`src/rtl/rst_seq_pkg.sv`:
```
// Shared types and constants for the reset sequencer: FSM states, reset-cause codes,
// and a small helper for sizing counters.
package rst_seq_pkg;

   typedef enum logic [1:0] {
      HOLD = 2'd0,
      REL  = 2'd1,
      RUN  = 2'd2
   } state_e;

   localparam logic [1:0] CAUSE_GLB = 2'b00;
   localparam logic [1:0] CAUSE_CLK = 2'b01;
   localparam logic [1:0] CAUSE_BTN = 2'b10;
   localparam logic [1:0] CAUSE_SW  = 2'b11;

   function automatic int max2(input int a, input int b);
      return (a > b) ? a : b;
   endfunction

endpackage

```
`src/rtl/rst_seq_if.sv`:
```
// Trigger inputs and reset outputs of the sequencer. The slave side is the sequencer.
// The master side is whatever drives the triggers.
interface rst_seq_if #(
   parameter int NCH = 3
);
   logic           clk_ok;
   logic           btn_n;
   logic           sw_rst_req;
   logic [NCH-1:0] rst;
   logic           rst_done;
   logic [1:0]     rst_cause;

   modport master (
      output clk_ok, btn_n, sw_rst_req,
      input  rst, rst_done, rst_cause
   );

   modport slave (
      input  clk_ok, btn_n, sw_rst_req,
      output rst, rst_done, rst_cause
   );
endinterface

```
`src/rtl/rst_seq_sync2.sv`:
```
// Two-flop synchronizer. Synchronous active-low reset loads both flops with RST_VAL,
// so the output shows an idle level while the block is in reset.
module rst_seq_sync2 #(
   parameter logic RST_VAL = 1'b1
) (
   input  logic clk_i,
   input  logic rst_ni,
   input  logic d_i,
   output logic q_o
);
   logic meta_q;
   logic sync_q;

   always_ff @(posedge clk_i) begin
      if (!rst_ni) begin
         meta_q <= RST_VAL;
         sync_q <= RST_VAL;
      end else begin
         meta_q <= d_i;
         sync_q <= meta_q;
      end
   end

   assign q_o = sync_q;
endmodule

```
`src/rtl/rst_seq.sv`:
```
// Reset sequencer: holds NCH resets after any trigger, then releases them in index order.
// Channels release GAP_CYC cycles apart. The cause of the last reset is latched.
//
// state | meaning
// HOLD  | all channels asserted, counting HOLD_CYC trigger-free cycles
// REL   | releasing channels one by one, GAP_CYC cycles apart
// RUN   | all channels released, waiting for a trigger
module rst_seq
   import rst_seq_pkg::*;
#(
   parameter int NCH      = 3,
   parameter int HOLD_CYC = 16,
   parameter int GAP_CYC  = 4,
   parameter int DEB_CYC  = 8
) (
   input  logic         clk_in,
   input  logic         rst_in_n,
   rst_seq_if.slave     bus
);
   localparam int CW = $clog2(max2(HOLD_CYC, GAP_CYC)) + 1;
   localparam int IW = (NCH > 1) ? $clog2(NCH) : 1;
   localparam int DW = $clog2(DEB_CYC + 1);

   state_e         state_q, state_d;
   logic [CW-1:0]  cnt_q, cnt_d;
   logic [IW-1:0]  idx_q, idx_d;
   logic [NCH-1:0] rst_q, rst_d;
   logic           done_q, done_d;
   logic [1:0]     cause_q, cause_d;
   logic [DW-1:0]  deb_q, deb_d;
   logic           btn_sync;
   logic           btn_act;
   logic           trig;

   rst_seq_sync2 #(.RST_VAL(1'b1)) u_btn_sync (
      .clk_i  (clk_in),
      .rst_ni (rst_in_n),
      .d_i    (bus.btn_n),
      .q_o    (btn_sync)
   );

   // Debounce saturates so a held button keeps btn_act asserted without wrapping.
   always_comb begin
      deb_d = deb_q;
      if (btn_sync)
         deb_d = '0;
      else if (deb_q != DW'(DEB_CYC))
         deb_d = deb_q + 1'b1;
   end

   assign btn_act = (deb_q == DW'(DEB_CYC));
   assign trig    = !bus.clk_ok || btn_act || bus.sw_rst_req;

   always_ff @(posedge clk_in) begin
      if (!rst_in_n) begin
         state_q <= HOLD;
         cnt_q   <= '0;
         idx_q   <= '0;
         rst_q   <= '1;
         done_q  <= 1'b0;
         cause_q <= CAUSE_GLB;
         deb_q   <= '0;
      end else begin
         state_q <= state_d;
         cnt_q   <= cnt_d;
         idx_q   <= idx_d;
         rst_q   <= rst_d;
         done_q  <= done_d;
         cause_q <= cause_d;
         deb_q   <= deb_d;
      end
   end

   always_comb begin
      state_d = state_q;
      cnt_d   = cnt_q;
      idx_d   = idx_q;
      rst_d   = rst_q;
      done_d  = done_q;
      cause_d = cause_q;
      if (trig) begin
         state_d = HOLD;
         cnt_d   = '0;
         rst_d   = '1;
         done_d  = 1'b0;
         if (!bus.clk_ok)
            cause_d = CAUSE_CLK;
         else if (btn_act)
            cause_d = CAUSE_BTN;
         else
            cause_d = CAUSE_SW;
      end else begin
         unique case (state_q)
            HOLD: begin
               if (cnt_q == CW'(HOLD_CYC - 1)) begin
                  rst_d[0] = 1'b0;
                  cnt_d    = '0;
                  idx_d    = IW'(1);
                  if (NCH == 1) begin
                     state_d = RUN;
                     done_d  = 1'b1;
                  end else begin
                     state_d = REL;
                  end
               end else begin
                  cnt_d = cnt_q + 1'b1;
               end
            end
            REL: begin
               if (cnt_q == CW'(GAP_CYC - 1)) begin
                  rst_d[idx_q] = 1'b0;
                  cnt_d        = '0;
                  if (idx_q == IW'(NCH - 1)) begin
                     state_d = RUN;
                     done_d  = 1'b1;
                  end else begin
                     idx_d = idx_q + 1'b1;
                  end
               end else begin
                  cnt_d = cnt_q + 1'b1;
               end
            end
            RUN: ;
            default: begin
               state_d = HOLD;
               cnt_d   = '0;
               rst_d   = '1;
               done_d  = 1'b0;
            end
         endcase
      end
   end

   always_comb begin
      bus.rst       = rst_q;
      bus.rst_done  = done_q;
      bus.rst_cause = cause_q;
   end
endmodule
```
`src/flat_wrapper.sv`:
```
// flat-port wrapper written by rule: the top's interface ports become plain ports
module rst_seq_flat import rst_seq_pkg::*;
#(
   parameter int NCH      = 3,
   parameter int HOLD_CYC = 16,
   parameter int GAP_CYC  = 4,
   parameter int DEB_CYC  = 8
)
  (clk_in, rst_in_n, bus_clk_ok, bus_btn_n, bus_sw_rst_req, bus_rst, bus_rst_done, bus_rst_cause);
  rst_seq_if #(.NCH(NCH)) bus_i ();
  input  logic clk_in;
  input  logic rst_in_n;
  input wire logic [$bits(bus_i.clk_ok)-1:0] bus_clk_ok;
  input wire logic [$bits(bus_i.btn_n)-1:0] bus_btn_n;
  input wire logic [$bits(bus_i.sw_rst_req)-1:0] bus_sw_rst_req;
  output wire logic [$bits(bus_i.rst)-1:0] bus_rst;
  output wire logic [$bits(bus_i.rst_done)-1:0] bus_rst_done;
  output wire logic [$bits(bus_i.rst_cause)-1:0] bus_rst_cause;
  assign bus_i.clk_ok = bus_clk_ok;
  assign bus_i.btn_n = bus_btn_n;
  assign bus_i.sw_rst_req = bus_sw_rst_req;
  assign bus_rst = bus_i.rst;
  assign bus_rst_done = bus_i.rst_done;
  assign bus_rst_cause = bus_i.rst_cause;
  rst_seq #(.NCH(NCH), .HOLD_CYC(HOLD_CYC), .GAP_CYC(GAP_CYC), .DEB_CYC(DEB_CYC)) u_core (.clk_in(clk_in), .rst_in_n(rst_in_n), .bus(bus_i));
endmodule
```
`config.mk`:
```
export PLATFORM = sky130hd
export DESIGN_NAME = rst_seq_flat
export DESIGN_NICKNAME = d
export VERILOG_FILES = /design/src/rtl/rst_seq_pkg.sv /design/src/rtl/rst_seq_if.sv /design/src/rtl/rst_seq_sync2.sv /design/src/rtl/rst_seq.sv /design/src/flat_wrapper.sv
export SDC_FILE = /design/constraint.sdc
export NUM_CORES = 1
export LEC_CHECK = 0
export BUFFER_PORTS_ARGS = -buffer_cell sky130_fd_sc_hd__buf_2
export CAP_MARGIN = 20
export CORE_ASPECT_RATIO = 1.75
export CORE_MARGIN = 4
export CORE_UTILIZATION = 25
export DETAILED_ROUTE_END_ITERATION = 10
export MAX_ROUTING_LAYER = met4
export SLEW_MARGIN = 25
export SYNTH_ARGS = -nofsm -noshare
export SYNTH_HDL_FRONTEND = slang
export SYNTH_SLANG_ARGS = --single-unit
```
`constraint.sdc`:
```
create_clock -name clk_in -period 2.01 [get_ports clk_in]
set_clock_uncertainty 0.2 [all_clocks]
set_input_delay 0.402 -clock clk_in [delete_from_list [all_inputs] [get_ports clk_in]]
set_output_delay 0.402 -clock clk_in [all_outputs]
set_load 0.005 [all_outputs]
```
==> results.py, run 1 <==
metrics = {
    "synth": {
        "synth_edf_count": 0,
        "mappedNetlistArea_sq_um": 1011,
        "share_of_synthesized_registers_carrying_an_async_set_or_reset": 0,
        "synthCells": 113,
        "synth-seq-cells": 21,
        "synth.yosys.seq_area_share": 0.4158,
        "synth_top_area_cell": "sky130_fd_sc_hd__dfxtp_1",
        "postSynthAreaPerCell_sq_um": 8.947,
        "postSynth.topFlopCell": "sky130_fd_sc_hd__dfxtp_1",
        "synth_top_area_frac": 0.4158,
        "syn_nets": 126,
        "synth_cell_types": 34,
        "synth.area.top_cells": "sky130_fd_sc_hd__dfxtp_1 42%, sky130_fd_sc_hd__ha_1 9.9%, sky130_fd_sc_hd__o21ai_0 4.0%",
        "yosysWarningCount": 0,
    },
    "timing": {
        "min_period_over_period": 1.004,
        "max_freq_ghz": 0.4955,
        "setup_ws_ps": -7.985,
        "setup-tns-final_ps": -7.985,
        "worst-slew-pin-transition_ps": 315.3,
        "hold-worst-slack_ps": 119.3,
        "finalSetupViolCount": 1,
        "layout_min_cycle_time_ps": 2018,
        "slew_headroom": 0.7893,
        "drv_slew": 0,
        "rsz0062_at_grt": "true",
        "report.final.hold_viol_count": 0,
    },
    "finish": {
        "sequential_cell_area_sq_um": 424.2,
        "leading_cell_type_in_the_layout_fill_and_taps_excluded": "sky130_fd_sc_hd__dfxtp_1",
        "fin_nets": 148,
        "final_cell_count_no_fill": 182,
        "final_util": 0.3237,
        "final_cell_area_sq_um": 1264,
        "layout-area-overhead-vs-synth_pct": 25.00,
        "num_antenna_cells": 0,
        "drive_gt1_frac": 0.2836,
        "n_fill_cell": 418,
        "multiInputGateArea_sq_um": 559.3,
        "final_cell_mix": "18 x sky130_fd_sc_hd__dfxtp_1, 12 x sky130_fd_sc_hd__buf_4, 10 x sky130_fd_sc_hd__nor2_1, 10 x sky130_fd_sc_hd__buf_2, 8 x sky130_fd_sc_hd__inv_1",
    },
    "route": {
        "post-route-drc-count": 0,
        "final_antenna_net_count": 0,
        "avgRoutedWirePerCell_microns": 11.86,
        "firstDrtPassIters": 4,
        "post_drt_via_cell_ratio": 4.758,
        "wirelength_microns": 2159,
        "dr_total_vias": 866,
        "dr.first_iter.drc_count": 22,
    },
    "pwr": {
        "ir_drop_mv": 0.4477,
        "power_per_standard_cell_area_nw_per_um2": 576.4,
        "p_leak_nw": 0.4917,
        "design_power_total_mw": 0.7285,
    },
    "floorplanning": {
        "io_pins": 11,
        "die_h_microns": 92.13,
        "num_rows": 30,
        "fp.coreArea_sq_um": 3904,
        "design.die.area_sq_um": 5165,
        "initial_utilization": 0.2590,
        "floorplan.die.width_microns": 56.07,
    },
    "place": {
        "dpl.hpwl_microns": 1676,
        "dpl-instance-area_sq_um": 1167,
        "dp_cells": 175,
        "port_buffers": 10,
        "pre_cts_slack_ps": -17.64,
        "routabilityCongestion": 0.8387,
    },
    "clock_tree": {
        "cts_made_buffers": 3,
        "cts.sink_count": 21,
        "worst_skew_pair.late_latency_ps": 260,
        "clk_transition_reported_paths_ps": 70,
        "htree_num_levels": 1,
        "maximum_clock_path_buffer_count": 2,
        "cts_root_buf": "sky130_fd_sc_hd__clkbuf_8",
        "cts.hold.buffers_added": 0,
        "tritoncts": "yes",
    },
    "critical_path": {
        "setup.worst_path.start": "u_core.deb_q[0]",
        "worst-setup-path-type": "reg2reg",
        "worstReg2RegEnd": "u_core.idx_q[0]",
        "endpoint_kind": "register",
        "ff2ff_path_depth": 6,
        "arrival_ps": 1980,
        "worst-endpoint-required_ps": 1970,
        "critPathCapture": "u_core.idx_q[0]",
        "path_max_fanout": 4,
        "crit-reg2reg-launch": "u_core.deb_q[0]",
        "worst_r2r_setup_slack_ps": -8,
        "cp-start-kind": "register",
    },
    "status": {
        "status": "finished with violations",
        "violated_checks": "negative setup slack",
    },
    "hold_path": {
        "min-delay-path-class": "in2reg",
        "hold_path_startpoint": "bus_btn_n",
    },
    "global_route": {
        "number_of_global_route_vias_before_repair": 866,
        "antenna_found_initial": 0,
        "grt-ovfl-total": 0,
        "grt_start_max_net_pins": 18,
        "globalRouteTotalUtil": 0.08982,
        "grt_pass1_wl_microns": 3663,
    },
    "flow_run": {
        "cap_viol_max_count": 0,
    },
}
[what timing repair did]
| action | in CTS | in global routing |
|---|---|---|
| setup buffers | 1 | 2 |
| gates resized for setup | 3 | 7 |
| endpoints found under the setup margin | 3 | 9 |
| pin swaps | 1 | 1 |
| hold endpoints to repair | 0 | 0 |
[worst max-delay path: stages, from the launching register on]
cell and delay (ps):
sky130_fd_sc_hd__dfxtp_2 340, sky130_fd_sc_hd__inv_2 40, sky130_fd_sc_hd__ha_2 160, sky130_fd_sc_hd__and3b_2 220, sky130_fd_sc_hd__or3b_4 410, sky130_fd_sc_hd__or4_1 400, sky130_fd_sc_hd__o211a_1 130
[how the worst min path moves through the flow]
stage | endpoint | slack (ps) | cells after the start
global placement | u_core.u_btn_sync.q_o | 200 | 1
global route | u_core.u_btn_sync.meta_q | 130 | 2
floorplan | u_core.u_btn_sync.q_o | 190 | 1
finish | u_core.u_btn_sync.meta_q | 120 | 2
CTS | u_core.u_btn_sync.meta_q | 120 | 2
detailed placement | u_core.u_btn_sync.q_o | 200 | 1
[cell usage after synthesis (3+ instances only)]
master	count
sky130_fd_sc_hd__nor2_1	10
sky130_fd_sc_hd__a21oi_1	5
sky130_fd_sc_hd__dfxtp_1	21
sky130_fd_sc_hd__nor3_1	3
sky130_fd_sc_hd__ha_1	8
sky130_fd_sc_hd__nand3_1	7
sky130_fd_sc_hd__nand2_1	4
sky130_fd_sc_hd__nand2b_1	6
sky130_fd_sc_hd__inv_1	9
sky130_fd_sc_hd__mux2i_1	3
sky130_fd_sc_hd__clkbuf_1	4
sky130_fd_sc_hd__o21ai_0	8
[sequential cells by signal (all words and copies together) (netlist names)]
signal,cells
u_core.cnt_q,5
u_core.deb_q,4
u_core.bus.rst,3
u_core.bus.rst_cause,2
u_core.idx_q,2
u_core.state_q,2
u_core.bus.rst_done,1
u_core.u_btn_sync.meta_q,1
u_core.u_btn_sync.q_o,1
[metal layers]
metal  vias up  track usage  routed length, microns
met3         7      0.01831                      53
met4         0      0.02970                      43
met2        13       0.1807                    1210
met1       413      0.07962                     852
met5         -            -                       0
li1        433            -                       -
[where the power goes]
part	switching [mW]	internal [mW]	total (mW)	leakage (nW)
clock	0.135	0.138	0.273	0.0255
combinational	0.0150	0.0154	0.0303	0.294
sequential	0.00299	0.422	0.425	0.172
total	0.153	0.575	0.728	0.492
[layout make-up]
type,instances,share of cell area
inverters,9,0.02673
well taps,48,0.04752
repair buffers,22,0.1109
multi-input cells,78,0.4426
clock inverters,1,0.003960
clock buffers,3,0.03267
flip-flops and latches,21,0.3356
[kinds of logic after synthesis]
logic type / Yosys count / share of synthesized area
fa+ha+maj: 8 / 0.09901
xor+xnor: 3 / 0.02599
flops: 21 / 0.4158
buf+inv: 14 / 0.05940
mux: 3 / 0.02970
compound gates: 23 / 0.1522
simple gates: 41 / 0.2178
Note: power is estimated with default switching activity, not from simulation.
==> inputs of run 2 (changes only) <==
==> constraint.sdc (replaced) <==
create_clock -name clk_in -period 2.01 [get_ports clk_in]
set_clock_uncertainty 0.2 [all_clocks]
set_input_delay 0.603 -clock clk_in [delete_from_list [all_inputs] [get_ports clk_in]]
set_output_delay 0.603 -clock clk_in [all_outputs]
set_load 0.005 [all_outputs]
==> run 2 against run 1 <==
Net effect: the run now ends clean; first-iteration DRC count fell by 45%; global-route usage increased by 0.49 points; worst hold slack better by 99 ps; critical path depth is the same; largest power group unchanged; highest routed layer unchanged.
==> results.py, run 2 (synthesis gave the netlist of run 1 again) <==
metrics = {
    "finish": {
        "final_util": 0.3256,
        "n_fill_cell": 434,
        "final_cell_count_no_fill": 183,
        "num_antenna_cells": 0,
        "final_cell_mix": "19 x sky130_fd_sc_hd__dfxtp_1, 13 x sky130_fd_sc_hd__buf_4, 10 x sky130_fd_sc_hd__nor2_1, 10 x sky130_fd_sc_hd__buf_2, 8 x sky130_fd_sc_hd__inv_1",
        "largest_register_ffs": 5,
        "leading_cell_type_in_the_layout_fill_and_taps_excluded": "sky130_fd_sc_hd__dfxtp_1",
        "fin_nets": 149,
        "layout-area-overhead-vs-synth_pct": 25.74,
        "drive_gt1_frac": 0.2815,
        "largest-register": "u_core.cnt_q",
    },
    "global_route": {
        "globalRouteTotalUtil": 0.09472,
        "grt_start_max_net_pins": 18,
        "antenna_found_initial": 0,
        "grt-ovfl-total": 0,
        "number_of_global_route_vias_before_repair": 909,
        "grt_pass1_wl_microns": 3829,
    },
    "pwr": {
        "power.internal_mw": 0.5756,
        "ir_drop_mv": 0.4360,
        "clockPowerShare": 0.380,
        "p_leak_nw": 0.4968,
        "power.switching_fraction": 0.2183,
        "p_switching_mw": 0.1608,
        "pwr-share-seq": 0.576,
        "power_per_standard_cell_area_nw_per_um2": 579.3,
        "combinational_cell_fraction_of_total_power": 0.043,
    },
    "timing": {
        "drv_slew": 0,
        "rsz0062_at_grt": "true",
        "min_period_over_period": 0.9930,
        "report.final.hold_viol_count": 0,
        "hold-worst-slack_ps": 218.8,
        "layout_min_cycle_time_ps": 1996,
        "slew_headroom": 0.7718,
        "finalSetupViolCount": 0,
        "max_freq_ghz": 0.5010,
        "setup_ws_ps": 13.99,
        "setup-tns-final_ps": 0,
        "worst-slew-pin-transition_ps": 338.8,
    },
    "place": {
        "port_buffers": 10,
        "routabilityCongestion": 0.8216,
        "dp_cells": 177,
        "pre_cts_slack_ps": -2.528,
        "dpl.hpwl_microns": 1754,
    },
    "clock_tree": {
        "maximum_clock_path_buffer_count": 2,
        "cts.sink_count": 21,
        "cts.hold.buffers_added": 0,
        "cts_root_buf": "sky130_fd_sc_hd__clkbuf_8",
        "tritoncts": "yes",
        "htree_num_levels": 1,
        "worst_skew_pair.late_latency_ps": 270,
        "clk_transition_reported_paths_ps": 80,
        "cts_made_buffers": 3,
    },
    "floorplanning": {
        "design.die.area_sq_um": 5165,
        "floorplan.die.width_microns": 56.07,
        "io_pins": 11,
        "die_h_microns": 92.13,
        "initial_utilization": 0.2590,
        "num_rows": 30,
        "fp.coreArea_sq_um": 3904,
    },
    "critical_path": {
        "critPathMaxStageDelay_ps": 410,
        "endpoint_kind": "register",
        "cpMaxStageDelayCell": "sky130_fd_sc_hd__or3b_4",
        "worst-setup-path-type": "reg2reg",
        "path_cells": "inv_2 > ha_2 > and3b_1 > or3b_4 > or4_1 > o211a_1",
        "path_max_fanout": 4,
        "arrival_ps": 1960,
        "cp-start-kind": "register",
        "worst-endpoint-required_ps": 1980,
        "cp_num_buf_inv": 1,
        "critical-path-top-delay-family": "simple AND/OR/NAND/NOR gates",
    },
    "route": {
        "firstDrtPassIters": 4,
        "wirelength_microns": 2243,
        "dr.first_iter.drc_count": 12,
        "final_antenna_net_count": 0,
        "avgRoutedWirePerCell_microns": 12.26,
        "post_drt_via_cell_ratio": 4.770,
        "post-route-drc-count": 0,
        "dr_total_vias": 873,
    },
    "flow_run": {
        "cap_viol_max_count": 0,
    },
    "hold_path": {
        "min-delay-path-class": "reg2reg",
    },
    "status": {
        "status": "finished, final reports clean",
    },
}
run 2: power by group through the flow:
stage	Combinational, mW	Clock, mW	Sequential [mW]
after global placement	0.0276	0	0.434
final	0.0318	0.280	0.424
after floorplan	0.0144	0	0.434
after detailed placement	0.0289	0	0.434
after global routing	0.0356	0.303	0.425
after CTS	0.0303	0.288	0.425
run 2: worst register-to-register path: stages, from the launching register on:
cell	delay (ps)
sky130_fd_sc_hd__dfxtp_2	340
sky130_fd_sc_hd__inv_2	40
sky130_fd_sc_hd__ha_2	170
sky130_fd_sc_hd__and3b_1	190
sky130_fd_sc_hd__or3b_4	410
sky130_fd_sc_hd__or4_1	410
sky130_fd_sc_hd__o211a_1	140
run 2: worst paths after layout:
kind	start	endpoint	slack, ps	cells past startpoint
hold reg to reg	u_core.u_btn_sync.meta_q	u_core.u_btn_sync.q_o	220	1
hold / removal	u_core.u_btn_sync.meta_q	u_core.u_btn_sync.q_o	220	1
setup / recovery	u_core.deb_q[0]	u_core.idx_q[0]	10	6
setup reg to reg	u_core.deb_q[0]	u_core.idx_q[0]	10	6
run 2: routing by layer:
metal | part of all wire | track usage
met1 | 0.37 | 0.08113
met2 | 0.59 | 0.1904
met3 | 0.027 | 0.01690
met4 | 0.015 | 0.04158
met5 | 0 | -
run 2: timing repair:
item                                    4_1_cts  5_1_grt
setup buffers                                 1        1
endpoints found under the setup margin        2        6
hold endpoints to repair                      0        0
gates cloned                                  0        0
resized for setup                             3        6
run 2: cell type report:
type	instances	area (sq um)	share of cell area
timing repair buffer	23	147.6	0.1161
tap	48	60.06	0.04724
clock inverter	1	5.005	0.003937
sequential	21	422.9	0.3327
multi-input combinational	78	560.5	0.4409
clock buffer	3	41.29	0.03248
inverter	9	33.78	0.02657
run 2: through the flow:
| stage | instance area [sq um] | power, mW |
|---|---|---|
| after CTS | 1246 | 0.7428 |
| after detailed placement | 1182 | 0.4633 |
| final | 1271 | 0.7364 |
| after global placement | 1182 | 0.4614 |
| after global routing | 1271 | 0.7639 |
| after floorplan | 1016 | 0.4488 |
